**src/rtl/seg7_scan_display_pkg.sv**
```systemverilog
// Segment encodings for the multiplexed 7-segment driver.
// Cathodes are active-low; bit 6 is segment a and bit 0 is segment g.
package seg7_pkg;

    localparam logic [6:0] SEG_0     = 7'b0000001;
    localparam logic [6:0] SEG_1     = 7'b1001111;
    localparam logic [6:0] SEG_2     = 7'b0010010;
    localparam logic [6:0] SEG_3     = 7'b0000110;
    localparam logic [6:0] SEG_4     = 7'b1001100;
    localparam logic [6:0] SEG_5     = 7'b0100100;
    localparam logic [6:0] SEG_6     = 7'b0100000;
    localparam logic [6:0] SEG_7     = 7'b0001111;
    localparam logic [6:0] SEG_8     = 7'b0000000;
    localparam logic [6:0] SEG_9     = 7'b0000100;
    localparam logic [6:0] SEG_A     = 7'b0001000;
    localparam logic [6:0] SEG_B     = 7'b1100000;
    localparam logic [6:0] SEG_C     = 7'b0110001;
    localparam logic [6:0] SEG_D     = 7'b1000010;
    localparam logic [6:0] SEG_E     = 7'b0110000;
    localparam logic [6:0] SEG_F     = 7'b0111000;
    localparam logic [6:0] SEG_DASH  = 7'b1111110;
    localparam logic [6:0] SEG_BLANK = 7'b1111111;

    function automatic logic [6:0] seg_of_nibble(input logic [3:0] nib);
        logic [6:0] s;
        case (nib)
            4'h0: s = SEG_0;
            4'h1: s = SEG_1;
            4'h2: s = SEG_2;
            4'h3: s = SEG_3;
            4'h4: s = SEG_4;
            4'h5: s = SEG_5;
            4'h6: s = SEG_6;
            4'h7: s = SEG_7;
            4'h8: s = SEG_8;
            4'h9: s = SEG_9;
            4'hA: s = SEG_A;
            4'hB: s = SEG_B;
            4'hC: s = SEG_C;
            4'hD: s = SEG_D;
            4'hE: s = SEG_E;
            default: s = SEG_F;
        endcase
        return s;
    endfunction

endpackage

```
**src/rtl/seg7_scan_display_if.sv**
```systemverilog
// Value-load bus of the display: data, format controls and the ready handshake.
interface seg7_scan_display_if #(
    parameter int DIGITS = 4,
    parameter int DATA_W = 4 * DIGITS
);
    logic [DATA_W-1:0] value;
    logic              load;
    logic              ready;
    logic              mode;
    logic              blank_lz;
    logic              err;
    logic [DIGITS-1:0] dp_in;
    logic [DIGITS-1:0] blink_en;

    modport master (output value, load, mode, blank_lz, err, dp_in, blink_en, input ready);
    modport slave  (input value, load, mode, blank_lz, err, dp_in, blink_en, output ready);
endinterface

```
**src/rtl/seg7_scan_display_bin2bcd.sv**
```systemverilog
// Sequential shift-add-3 binary to BCD converter, one input bit per cycle.
module bin2bcd_seq #(
    parameter int DATA_W = 16,
    parameter int DIGITS = 4
) (
    input  logic                clk,
    input  logic                rst_n,
    input  logic                start_i,
    input  logic [DATA_W-1:0]   bin_i,
    output logic                busy_o,
    output logic                done_o,
    output logic                ovf_o,
    output logic [4*DIGITS-1:0] bcd_o
);
    // Enough BCD digits to hold any DATA_W-bit value, so overflow is exact.
    localparam int BCD_D = (DATA_W / 3 + 1 > DIGITS) ? DATA_W / 3 + 1 : DIGITS;
    localparam int ACC_W = 4 * BCD_D;
    localparam int CNT_W = $clog2(DATA_W + 1);

    typedef enum logic [1:0] {S_IDLE, S_SHIFT, S_DONE} state_t;

    state_t             state_q;
    logic [DATA_W-1:0]  sh_q;
    logic [ACC_W-1:0]   acc_q, acc_d, adj;
    logic [CNT_W-1:0]   cnt_q;
    logic               busy_q, done_q;

    always_comb begin
        adj = acc_q;
        for (int i = 0; i < BCD_D; i++) begin
            if (adj[4*i +: 4] >= 4'd5) adj[4*i +: 4] = adj[4*i +: 4] + 4'd3;
        end
        acc_d = (adj << 1) | {{(ACC_W-1){1'b0}}, sh_q[DATA_W-1]};
    end

    always_ff @(posedge clk or negedge rst_n) begin
        if (!rst_n) begin
            state_q <= S_IDLE;
            sh_q    <= '0;
            acc_q   <= '0;
            cnt_q   <= '0;
            busy_q  <= 1'b0;
            done_q  <= 1'b0;
        end else begin
            case (state_q)
                S_IDLE: begin
                    done_q <= 1'b0;
                    if (start_i) begin
                        sh_q    <= bin_i;
                        acc_q   <= '0;
                        cnt_q   <= '0;
                        busy_q  <= 1'b1;
                        state_q <= S_SHIFT;
                    end
                end
                S_SHIFT: begin
                    acc_q <= acc_d;
                    sh_q  <= sh_q << 1;
                    cnt_q <= cnt_q + 1'b1;
                    if (cnt_q == CNT_W'(DATA_W - 1)) begin
                        done_q  <= 1'b1;
                        state_q <= S_DONE;
                    end
                end
                default: begin
                    done_q  <= 1'b0;
                    busy_q  <= 1'b0;
                    state_q <= S_IDLE;
                end
            endcase
        end
    end

    assign busy_o = busy_q;
    assign done_o = done_q;
    assign bcd_o  = acc_q[4*DIGITS-1:0];

    if (BCD_D > DIGITS) begin : g_ovf
        assign ovf_o = |acc_q[ACC_W-1:4*DIGITS];
    end else begin : g_no_ovf
        assign ovf_o = 1'b0;
    end

endmodule

```
**src/rtl/seg7_scan_display.sv**
```systemverilog
// Multiplexed 7-segment display driver: hex/decimal buffer, scan with ghosting
// guard, leading-zero blanking, per-digit blink and decimal points.
module seg7_scan_display
    import seg7_pkg::*;
#(
    parameter int DIGITS      = 4,
    parameter int DATA_W      = 4 * DIGITS,
    parameter int REFRESH_DIV = 100000,
    parameter int BLINK_DIV   = 250
) (
    input  logic                clock_100Mhz,
    input  logic                reset,
    seg7_scan_display_if.slave  bus,
    output logic [DIGITS-1:0]   Anode_Activate,
    output logic [6:0]          LED_out,
    output logic                dp_out
);
    localparam int BUF_W = 4 * DIGITS;
    localparam int REF_W = $clog2(REFRESH_DIV);
    localparam int IDX_W = (DIGITS > 1) ? $clog2(DIGITS) : 1;
    localparam int BLK_W = (BLINK_DIV > 1) ? $clog2(BLINK_DIV) : 1;

    logic             conv_busy, conv_done, conv_ovf, conv_start, accept;
    logic [BUF_W-1:0] conv_bcd;
    logic [BUF_W-1:0] buf_q;
    logic             ovf_q, lz_q, lz_pend_q;

    logic [REF_W-1:0] ref_q, ref_d;
    logic [IDX_W-1:0] idx_q, idx_d;
    logic [BLK_W-1:0] blk_cnt_q, blk_cnt_d;
    logic             phase_q, phase_d;

    logic [DIGITS-1:0] anode_q, anode_d;
    logic [6:0]        led_q, led_d, seg;
    logic              dp_q, dp_d;
    logic [3:0]        cur_nib;
    logic              blk_sel, dp_sel, lz_sel, higher_zero, blink_off, guard;

    assign bus.ready  = ~conv_busy;
    assign accept     = bus.load & ~conv_busy;
    assign conv_start = accept & bus.mode;

    bin2bcd_seq #(.DATA_W(DATA_W), .DIGITS(DIGITS)) u_bcd (
        .clk     (clock_100Mhz),
        .rst_n   (reset),
        .start_i (conv_start),
        .bin_i   (bus.value),
        .busy_o  (conv_busy),
        .done_o  (conv_done),
        .ovf_o   (conv_ovf),
        .bcd_o   (conv_bcd)
    );

    // The buffer only ever takes a complete value, so the scan never sees a half-converted number.
    always_ff @(posedge clock_100Mhz or negedge reset) begin
        if (!reset) begin
            buf_q     <= '0;
            ovf_q     <= 1'b0;
            lz_q      <= 1'b0;
            lz_pend_q <= 1'b0;
        end else begin
            if (accept && !bus.mode) begin
                buf_q <= BUF_W'(bus.value);
                ovf_q <= 1'b0;
                lz_q  <= bus.blank_lz;
            end else if (conv_done) begin
                buf_q <= conv_bcd;
                ovf_q <= conv_ovf;
                lz_q  <= lz_pend_q;
            end
            if (conv_start) lz_pend_q <= bus.blank_lz;
        end
    end

    always_comb begin
        ref_d     = ref_q + 1'b1;
        idx_d     = idx_q;
        blk_cnt_d = blk_cnt_q;
        phase_d   = phase_q;
        if (ref_q == REF_W'(REFRESH_DIV - 1)) begin
            ref_d = '0;
            if (idx_q == IDX_W'(DIGITS - 1)) begin
                idx_d = '0;
                if (blk_cnt_q == BLK_W'(BLINK_DIV - 1)) begin
                    blk_cnt_d = '0;
                    phase_d   = ~phase_q;
                end else begin
                    blk_cnt_d = blk_cnt_q + 1'b1;
                end
            end else begin
                idx_d = idx_q + 1'b1;
            end
        end
    end

    always_comb begin
        cur_nib     = '0;
        blk_sel     = 1'b0;
        dp_sel      = 1'b0;
        lz_sel      = 1'b0;
        anode_d     = '1;
        higher_zero = 1'b1;
        for (int i = DIGITS - 1; i >= 0; i--) begin
            higher_zero = higher_zero & (buf_q[4*i +: 4] == 4'd0);
            if (idx_q == IDX_W'(i)) begin
                cur_nib    = buf_q[4*i +: 4];
                blk_sel    = bus.blink_en[i];
                dp_sel     = bus.dp_in[i];
                lz_sel     = lz_q & higher_zero & (i != 0);
                anode_d[i] = 1'b0;
            end
        end
        blink_off = ~phase_q & blk_sel;
        if (blink_off)              seg = SEG_BLANK;
        else if (bus.err || ovf_q)  seg = SEG_DASH;
        else if (lz_sel)            seg = SEG_BLANK;
        else                        seg = seg_of_nibble(cur_nib);
        // Slot cycle 0 keeps every digit dark while the cathodes settle.
        guard = (ref_q == '0);
        if (guard) begin
            anode_d = '1;
            led_d   = SEG_BLANK;
            dp_d    = 1'b1;
        end else begin
            led_d   = seg;
            dp_d    = ~(dp_sel & ~blink_off);
        end
    end

    always_ff @(posedge clock_100Mhz or negedge reset) begin
        if (!reset) begin
            ref_q     <= '0;
            idx_q     <= '0;
            blk_cnt_q <= '0;
            phase_q   <= 1'b1;
            anode_q   <= '1;
            led_q     <= SEG_BLANK;
            dp_q      <= 1'b1;
        end else begin
            ref_q     <= ref_d;
            idx_q     <= idx_d;
            blk_cnt_q <= blk_cnt_d;
            phase_q   <= phase_d;
            anode_q   <= anode_d;
            led_q     <= led_d;
            dp_q      <= dp_d;
        end
    end

    assign Anode_Activate = anode_q;
    assign LED_out        = led_q;
    assign dp_out         = dp_q;

endmodule

```
**src/flat_wrapper.sv**
```systemverilog
// flat-port wrapper written by rule: the top's interface ports become plain ports
module seg7_scan_display_flat import seg7_pkg::*;
#(
    parameter int DIGITS      = 4,
    parameter int DATA_W      = 4 * DIGITS,
    parameter int REFRESH_DIV = 100000,
    parameter int BLINK_DIV   = 250
)
  (clock_100Mhz, reset, Anode_Activate, LED_out, dp_out, bus_value, bus_load, bus_mode, bus_blank_lz, bus_err, bus_dp_in, bus_blink_en, bus_ready);
  seg7_scan_display_if #(.DIGITS(DIGITS), .DATA_W(DATA_W)) bus_i ();
  input  logic clock_100Mhz;
  input  logic reset;
  output logic [DIGITS-1:0] Anode_Activate;
  output logic [6:0] LED_out;
  output logic dp_out;
  input wire logic [$bits(bus_i.value)-1:0] bus_value;
  input wire logic [$bits(bus_i.load)-1:0] bus_load;
  input wire logic [$bits(bus_i.mode)-1:0] bus_mode;
  input wire logic [$bits(bus_i.blank_lz)-1:0] bus_blank_lz;
  input wire logic [$bits(bus_i.err)-1:0] bus_err;
  input wire logic [$bits(bus_i.dp_in)-1:0] bus_dp_in;
  input wire logic [$bits(bus_i.blink_en)-1:0] bus_blink_en;
  output wire logic [$bits(bus_i.ready)-1:0] bus_ready;
  assign bus_i.value = bus_value;
  assign bus_i.load = bus_load;
  assign bus_i.mode = bus_mode;
  assign bus_i.blank_lz = bus_blank_lz;
  assign bus_i.err = bus_err;
  assign bus_i.dp_in = bus_dp_in;
  assign bus_i.blink_en = bus_blink_en;
  assign bus_ready = bus_i.ready;
  seg7_scan_display #(.DIGITS(DIGITS), .DATA_W(DATA_W), .REFRESH_DIV(REFRESH_DIV), .BLINK_DIV(BLINK_DIV)) u_core (.clock_100Mhz(clock_100Mhz), .reset(reset), .bus(bus_i), .Anode_Activate(Anode_Activate), .LED_out(LED_out), .dp_out(dp_out));
endmodule
```
**config.mk**
```make
export PLATFORM = sky130hd
export DESIGN_NAME = seg7_scan_display_flat
export DESIGN_NICKNAME = d
export VERILOG_FILES = /design/src/rtl/seg7_scan_display_pkg.sv /design/src/rtl/seg7_scan_display_if.sv /design/src/rtl/seg7_scan_display_bin2bcd.sv /design/src/rtl/seg7_scan_display.sv /design/src/flat_wrapper.sv
export SDC_FILE = /design/constraint.sdc
export NUM_CORES = 1
export LEC_CHECK = 0
export BUFFER_PORTS_ARGS = -buffer_cell sky130_fd_sc_hd__buf_2
export CORE_ASPECT_RATIO = 0.5
export CORE_MARGIN = 5
export CORE_UTILIZATION = 32
export CTS_CLUSTER_DIAMETER = 30
export DETAILED_ROUTE_END_ITERATION = 8
export GPL_TIMING_DRIVEN = 0
export PLACE_DENSITY = 0.47
export SYNTH_ARGS = -nofsm -noshare
export SYNTH_HDL_FRONTEND = slang
export SYNTH_SLANG_ARGS = --single-unit
```
**constraint.sdc**
```tcl
create_clock -name clock_100Mhz -period 6.3 [get_ports clock_100Mhz]
set_input_delay 1.26 -clock clock_100Mhz [delete_from_list [all_inputs] [get_ports clock_100Mhz]]
set_output_delay 1.26 -clock clock_100Mhz [all_outputs]
set_load 0.01 [all_outputs]
```
# After elaboration in Yosys (flattened, before gate mapping)
# Memories as Yosys holds them, arrays and structs flattened.
# Cells that the tools add are included.
dict set report word_totals {
  input_bits 30
  output_inout_bits 13
  mem_bits_ro 112
  n_memories 1
  ff_bits 108
  wordCells 129
}
# name words word_bits rd rd_clocked_by_memory_dff wr line_no
set memory_table {}
lappend memory_table {{(no name shown)} 16 7 1 0 0 seg7_scan_display_pkg.sv:26} ;# case (nib)
dict set report classes {
  n_addsub 10
  n_bitwise 15
  n_reduce_logical 17
  n_eq_ne 9
  order_cmp 6
  muxes 54
}
# op n
set op_table {}
lappend op_table {{2-to-1 mux 16 bit} 3}
lappend op_table {{case mux 24 bit (2 select lines)} 1}
lappend op_table {{2-to-1 mux 4 bit} 10}
lappend op_table {{case mux 16 bit (2 select lines)} 1}
lappend op_table {{2-to-1 mux 7 bit} 4}
lappend op_table {{greater-or-equal comparator 4 x 3 -> 1 bit, second input constant} 6}
lappend op_table {{2-to-1 mux 1 bit} 24}
lappend op_table {{2-to-1 mux 24 bit} 1}
lappend op_table {{bitwise OR 24 x 1 -> 24 bit} 1}
lappend op_table {{adder 4 x 2 -> 4 bit, second input constant} 5}
lappend op_table {{adder 17 x 1 -> 17 bit, second input constant} 1}
lappend op_table {{== test 17 bit, second input constant} 1}
lappend op_table {{zero test 17 bit} 1}
lappend op_table {{2-to-1 mux 17 bit} 1}
lappend op_table {{zero test 4 bit} 3}
lappend op_table {{case mux 5 bit (2 select lines)} 1}
lappend op_table {{bitwise AND 1 bit} 9}
lappend op_table {{adder 8 x 1 -> 8 bit, second input constant} 1}
lappend op_table {{== test 8 bit, second input constant} 1}
lappend op_table {{2-to-1 mux 8 bit} 1}
lappend op_table {{AND reduction 2 bit} 4}
lappend op_table {{OR reduction 8 bit} 1}
lappend op_table {{2-to-1 mux 2 bit} 3}
lappend op_table {{adder 5 x 1 -> 5 bit, second input constant} 1}
lappend op_table {{18 further kinds} 26}

# Longest topological paths before layout
dict set report logic_depth {
  depth_word 10
  mapped_depth 11
  mapped_depth_nobuf 10
}

# Hierarchy
# Synthesis repeated with hierarchy kept, for this count alone.
dict set report hier_totals {
  cells_unflattened 630
  area_unflattened_um2 6098.3
}
# mod instances area_each_um2 seq_area_each_um2 cells_each
set by_module_without_submodules {}
lappend by_module_without_submodules {seg7_scan_display 1 3244.4 1492.7 339}
lappend by_module_without_submodules {bin2bcd_seq 1 2854.0 1226.2 291}

# Worst setup path after synthesis
# No wires, ideal clock.
dict set report synth_path {
  path_kind {input to register}
  from {input bus_load}
  to {register u_core.u_bcd.busy_q (netlist: u_core.u_bcd.busy_o)}
  setup_slack_ns 3.988
  setup_ns 0.141
  stages 5
  arrival_ns 2.171
  cell_sequence {nand3b_1 or2_1 clkbuf_1 clkbuf_1 o22ai_1}
}
dict set report synth_between {
  elab_chain_len 4
}
# item line_no
set synth_lines {}
lappend synth_lines {{start: declaration} flat_wrapper.sv:17} ;# input wire logic [$bits(bus_i.load)-1:0] bus_load;
lappend synth_lines {{bitwise AND 1 bit} seg7_scan_display.sv:40} ;# assign accept = bus.load & ~conv_busy;
lappend synth_lines {{bitwise AND 1 bit} seg7_scan_display.sv:41} ;# assign conv_start = accept & bus.mode;
lappend synth_lines {{!= test 2 x 1 -> 1 bit (no source line)} -}
lappend synth_lines {{AND reduction 2 bit (no source line)} -}
lappend synth_lines {{end signal: assignment} seg7_scan_display_bin2bcd.sv:42} ;# busy_q <= 1'b0;
lappend synth_lines {{end signal: assignment} seg7_scan_display_bin2bcd.sv:52} ;# busy_q <= 1'b1;
lappend synth_lines {{end signal: assignment} seg7_scan_display_bin2bcd.sv:67} ;# busy_q <= 1'b0;
lappend synth_lines {{end: declaration} seg7_scan_display_bin2bcd.sv:26} ;# logic busy_q, done_q;
# Every way passes these cells.
# A chain may end at the register's enable or synchronous reset.

# Final worst setup path
dict set report layout_path {
  from {register u_core.idx_q[0]}
  to {register u_core.led_q[1] (netlist: u_core.LED_out[1])}
}
dict set report layout_between {
  elab_chain_len 10
}
# item line_no
set layout_lines {}
lappend layout_lines {{start: declaration} seg7_scan_display.sv:29} ;# logic [IDX_W-1:0] idx_q, idx_d;
lappend layout_lines {{start signal: assignment} seg7_scan_display.sv:141} ;# idx_q <= idx_d;
lappend layout_lines {{== test 2 bit} seg7_scan_display.sv:105} ;# if (idx_q == IDX_W'(i)) begin
lappend layout_lines {{2-to-1 mux 4 bit (4 in a row)} seg7_scan_display.sv:105}
lappend layout_lines {{memory read (16 x 7 bit)} -}
lappend layout_lines {{2-to-1 mux 7 bit} seg7_scan_display.sv:116} ;# else if (lz_sel) seg = SEG_BLANK;
lappend layout_lines {{2-to-1 mux 7 bit} seg7_scan_display.sv:115} ;# else if (bus.err || ovf_q) seg = SEG_DASH;
lappend layout_lines {{2-to-1 mux 7 bit (*)} seg7_scan_display.sv:114} ;# if (blink_off) seg = SEG_BLANK;
lappend layout_lines {{2-to-1 mux 7 bit (*)} seg7_scan_display.sv:120} ;# if (guard) begin
lappend layout_lines {{net u_core.led_d[1]} seg7_scan_display.sv:34} ;# logic [6:0] led_q, led_d, seg;
lappend layout_lines {{end signal: assignment} seg7_scan_display.sv:145} ;# led_q <= led_d;
lappend layout_lines {{end: declaration} seg7_scan_display.sv:34}
# Mark *: on every way through the listed nets, which the timed path passes. The rest lies on a longest branch.

==> impl_metrics.tcl <==
set metrics [dict create \
    status "complete, no violations" \
    clock_path_buffers 2 \
    critPathKind "register to register" \
    yosys_most_used_dff "dfrtp_1" \
    grt_pass1_wl_mm 23.9 \
    yosys.area_share.simple_pct 17.0 \
    antenna_cells 0 \
    cpMostUsedCell "inv_1" \
    synth_mux_area_share_pct 6.52 \
    setup_viol 0 \
    fin_area_um2 6510 \
    syn2layout_area_growth_pct 14.3 \
    arrival_ns 3.11 \
    worstMarginPinSlew_ns 0.917 \
    synth.most_common_cell "dfrtp_1" \
    cp_slowest_stage_delay_ns 0.53 \
    cpLargestDelayFamily "compound AO/OA/AOI/OAI gates" \
    grtUsageMet2_pct 21.9 \
    core_region_area_um2 17400 \
    drive_gt1_share_pct 12.3 \
    grt_antenna_before_repair 0 \
    die_h_um 104 \
    die_w_um 199 \
    wl_per_cell_um 16.4 \
    leakagePower_uw 0.00271 \
    synth_area_um2 5700 \
    place.gp.congestion 0.803 \
    grtUsageMet1_pct 21.3 \
    die_area_um2 20700 \
    fin_setup_tns_ns 0 \
    dpl_cell_area_um2 6230 \
    max_cap_viol_count 0 \
    grt_pass1_vias 4360 \
    via_count 4372 \
    dp_hpwl_mm 10.6 \
    crit_required_ns 6.56 \
    min_period_ns 2.86 \
    synth_top_family_by_area "simple AND/OR/NAND/NOR gates" \
    grt_max_degree 94 \
    cts_made_buffers 9 \
    synth_top_area_share_pct 41.7 \
    irDropWorstVdd_mv 0.142 \
    ys_ff_latch 108 \
    fill_cells 1801 \
    synthDistinctLibCells 53 \
    max_freq_mhz 350 \
    yosysTopAreaCell "dfrtp_1" \
    routed_wl_mm 14.4 \
    clkTransAtPathRegs_ns 0.08 \
    tritoncts "built" \
    syn-instance-count 585 \
    grtUsageTotal_pct 14.5 \
    critPathMaxFanout 9 \
    detail_route.iter0.violations 255 \
    start_util_pct 32.7 \
    syn_area_per_cell_um2 9.74 \
    worstHoldPathType "register to register" \
    rsz0062_at_grt "false" \
    drc 0 \
    multiInputGateArea_um2 2780 \
    critPathSlowestCell "o221ai_1" \
    finalNetCount 698 \
    synth-compound-area-share_pct 14.4 \
    clk_latency_ns 0.36 \
    yosysWarnings 0 \
    design.portCount 43 \
    num_rows 34 \
    seq_area_frac_synth_pct 47.7 \
    dp_slack_ns 3.20 \
    crit_chain "inv_1 > ha_1 > clkbuf_1 > inv_1 > o221ai_1 > inv_1 > ha_1 > o21ai_1 > a21boi_0 > o221ai_1" \
    use_met3_pct 3.14 \
    finalHoldViolCount 0 \
    p_per_area_nw_per_um2 384 \
    ctsResizeCount 0 \
    cp-start-kind "register" \
    post_cts_buffers 0 \
    cts-htree-levels 3 \
    finalCritPeriodShare_pct 45.4 \
    end_kind "register" \
    synth_edf_count 0 \
    fin_ws_ns 3.44 \
    clock-root-buffer "clkbuf_16" \
    overflow 0 \
    synth_nets 644 \
    regArea_um2 2720 \
    drt-pass1-iter-count 4 \
    synthTopCellsByArea "dfrtp_1 42%, ha_1 6.4%, mux2i_1 6.3%, dfstp_2 6.0%, nand2_1 4.7%" \
    synthTopCellsByCount "95 x dfrtp_1, 72 x nand2_1, 50 x o21ai_0" \
    synth-async-reset-ratio_pct 100 \
    drv_slew 0 \
    viasPerCell 4.98 \
    portBuffers 42 \
    drtAntennaViolNets 0 \
    hold_buffers 0 \
    clock-sinks 108 \
    gr-max-usage-layer "met2" \
    clock_skew_ns 0.0159 \
    slew_headroom_pct 38.8 \
    synth_fa_ha_area_share_pct 6.37 \
    synth_xor_area_share_pct 4.46 \
    cp_num_buf_inv 4 \
]
[placed cells by master (no fill, tap or decap), types with 2 or more instances in the layout]
cell type	n
nand3b_1	5
ha_1	29
nor3b_1	2
a211oi_1	3
xor2_1	12
inv_6	3
o31ai_1	10
xnor2_1	17
dfrtp_1	95
nor2b_1	6
nor4_1	8
nor3_1	10
nand2_1	72
mux2i_1	36
and3_1	7
nand2b_1	9
o221ai_1	6
nor2_1	31
o21ai_0	50
buf_2	43
nand3_1	32
dfstp_2	13
buf_1	2
o21ai_1	18
o22ai_1	4
inv_1	27
o32ai_1	4
nand4_1	7
clkbuf_16	9
a21oi_1	15
a32o_1	6
clkbuf_1	22
o31ai_2	2
o211ai_1	3
[per-layer routing]
layer  share of wire (%)  routed length [um]
met1                  52                7470
met2                  45                6540
met3                 2.1                 299
met4                0.76                 110
met5                   0                   0
[worst min-delay path, delay by kind of cell, from the launching register on]
kind	cells	cell delay [ns]
flops	1	0.34
simple gates	1	0.04
compound gates	1	0.06
[registers in the layout, indices dropped and copies added, names as in the netlist, 2 cells and up]
name / flops
u_core.idx_q: 2
u_core.LED_out: 7
u_core.Anode_Activate: 4
u_core.buf_q: 16
u_core.u_bcd.state_q: 2
u_core.u_bcd.cnt_q: 5
u_core.ref_q: 17
u_core.u_bcd.sh_q: 16
u_core.u_bcd.acc_q: 24
u_core.blk_cnt_q: 8
[path summary, 6_finish.rpt]
| kind | cells after the start | slack [ns] | endpoint | startpoint |
|---|---|---|---|---|
| setup / recovery | 10 | 3.44 | u_core.LED_out[1]$_DFF_PN1_ | u_core.idx_q[0]$_DFFE_PN0N_ |
| hold / removal | 2 | 0.48 | u_core.u_bcd.sh_q[6]$_DFFE_PN0P_ | u_core.u_bcd.sh_q[5]$_DFFE_PN0P_ |
| setup reg to reg | 10 | 3.44 | u_core.LED_out[1]$_DFF_PN1_ | u_core.idx_q[0]$_DFFE_PN0N_ |
| hold reg to reg | 2 | 0.48 | u_core.u_bcd.sh_q[6]$_DFFE_PN0P_ | u_core.u_bcd.sh_q[5]$_DFFE_PN0P_ |
| max in group asynchronous | 2 | 4.82 | u_core.LED_out[1]$_DFF_PN1_ | reset |
| min in group asynchronous | 1 | 0.73 | u_core.ref_q[9]$_DFF_PN0_ | reset |
[metrics by stage]
step / std cells / hold WS [ns] / utilization (%) / total power, uW
finish: 878 / 0.478 / 37.3 / 2500
global route: 878 / 0.508 / 37.3 / 2710
CTS: 878 / 0.484 / 37.3 / 2530
detailed placement: 862 / 0.466 / 35.7 / 1970
global placement: 861 / 0.461 / 35.5 / 1950
floorplan: 585 / 0.448 / - / 1680
[final cells by class]
| class | count | area share (%) |
|---|---|---|
| multi-input cells | 425 | 42.7 |
| flip-flops and latches | 108 | 41.8 |
| well taps | 234 | 4.50 |
| repair buffers | 43 | 3.75 |
| clock buffers | 10 | 3.52 |
| inverters | 27 | 1.56 |
| plain buffers | 25 | 1.48 |
| clock inverters | 6 | 0.730 |
[where the power goes]
| part | switching (uW) | internal, uW |
|---|---|---|
| Combinational | 531 | 353 |
| Sequential | 174 | 894 |
| Clock | 272 | 273 |
[cell families after synthesis]
| family | after synthesis |
|---|---|
| simple gates | 199 |
| fa+ha+maj | 29 |
| compound gates | 131 |
| buf+inv | 52 |
| flops | 108 |
| mux | 37 |
| xor+xnor | 29 |
Power figures use the tool's default switching activity.
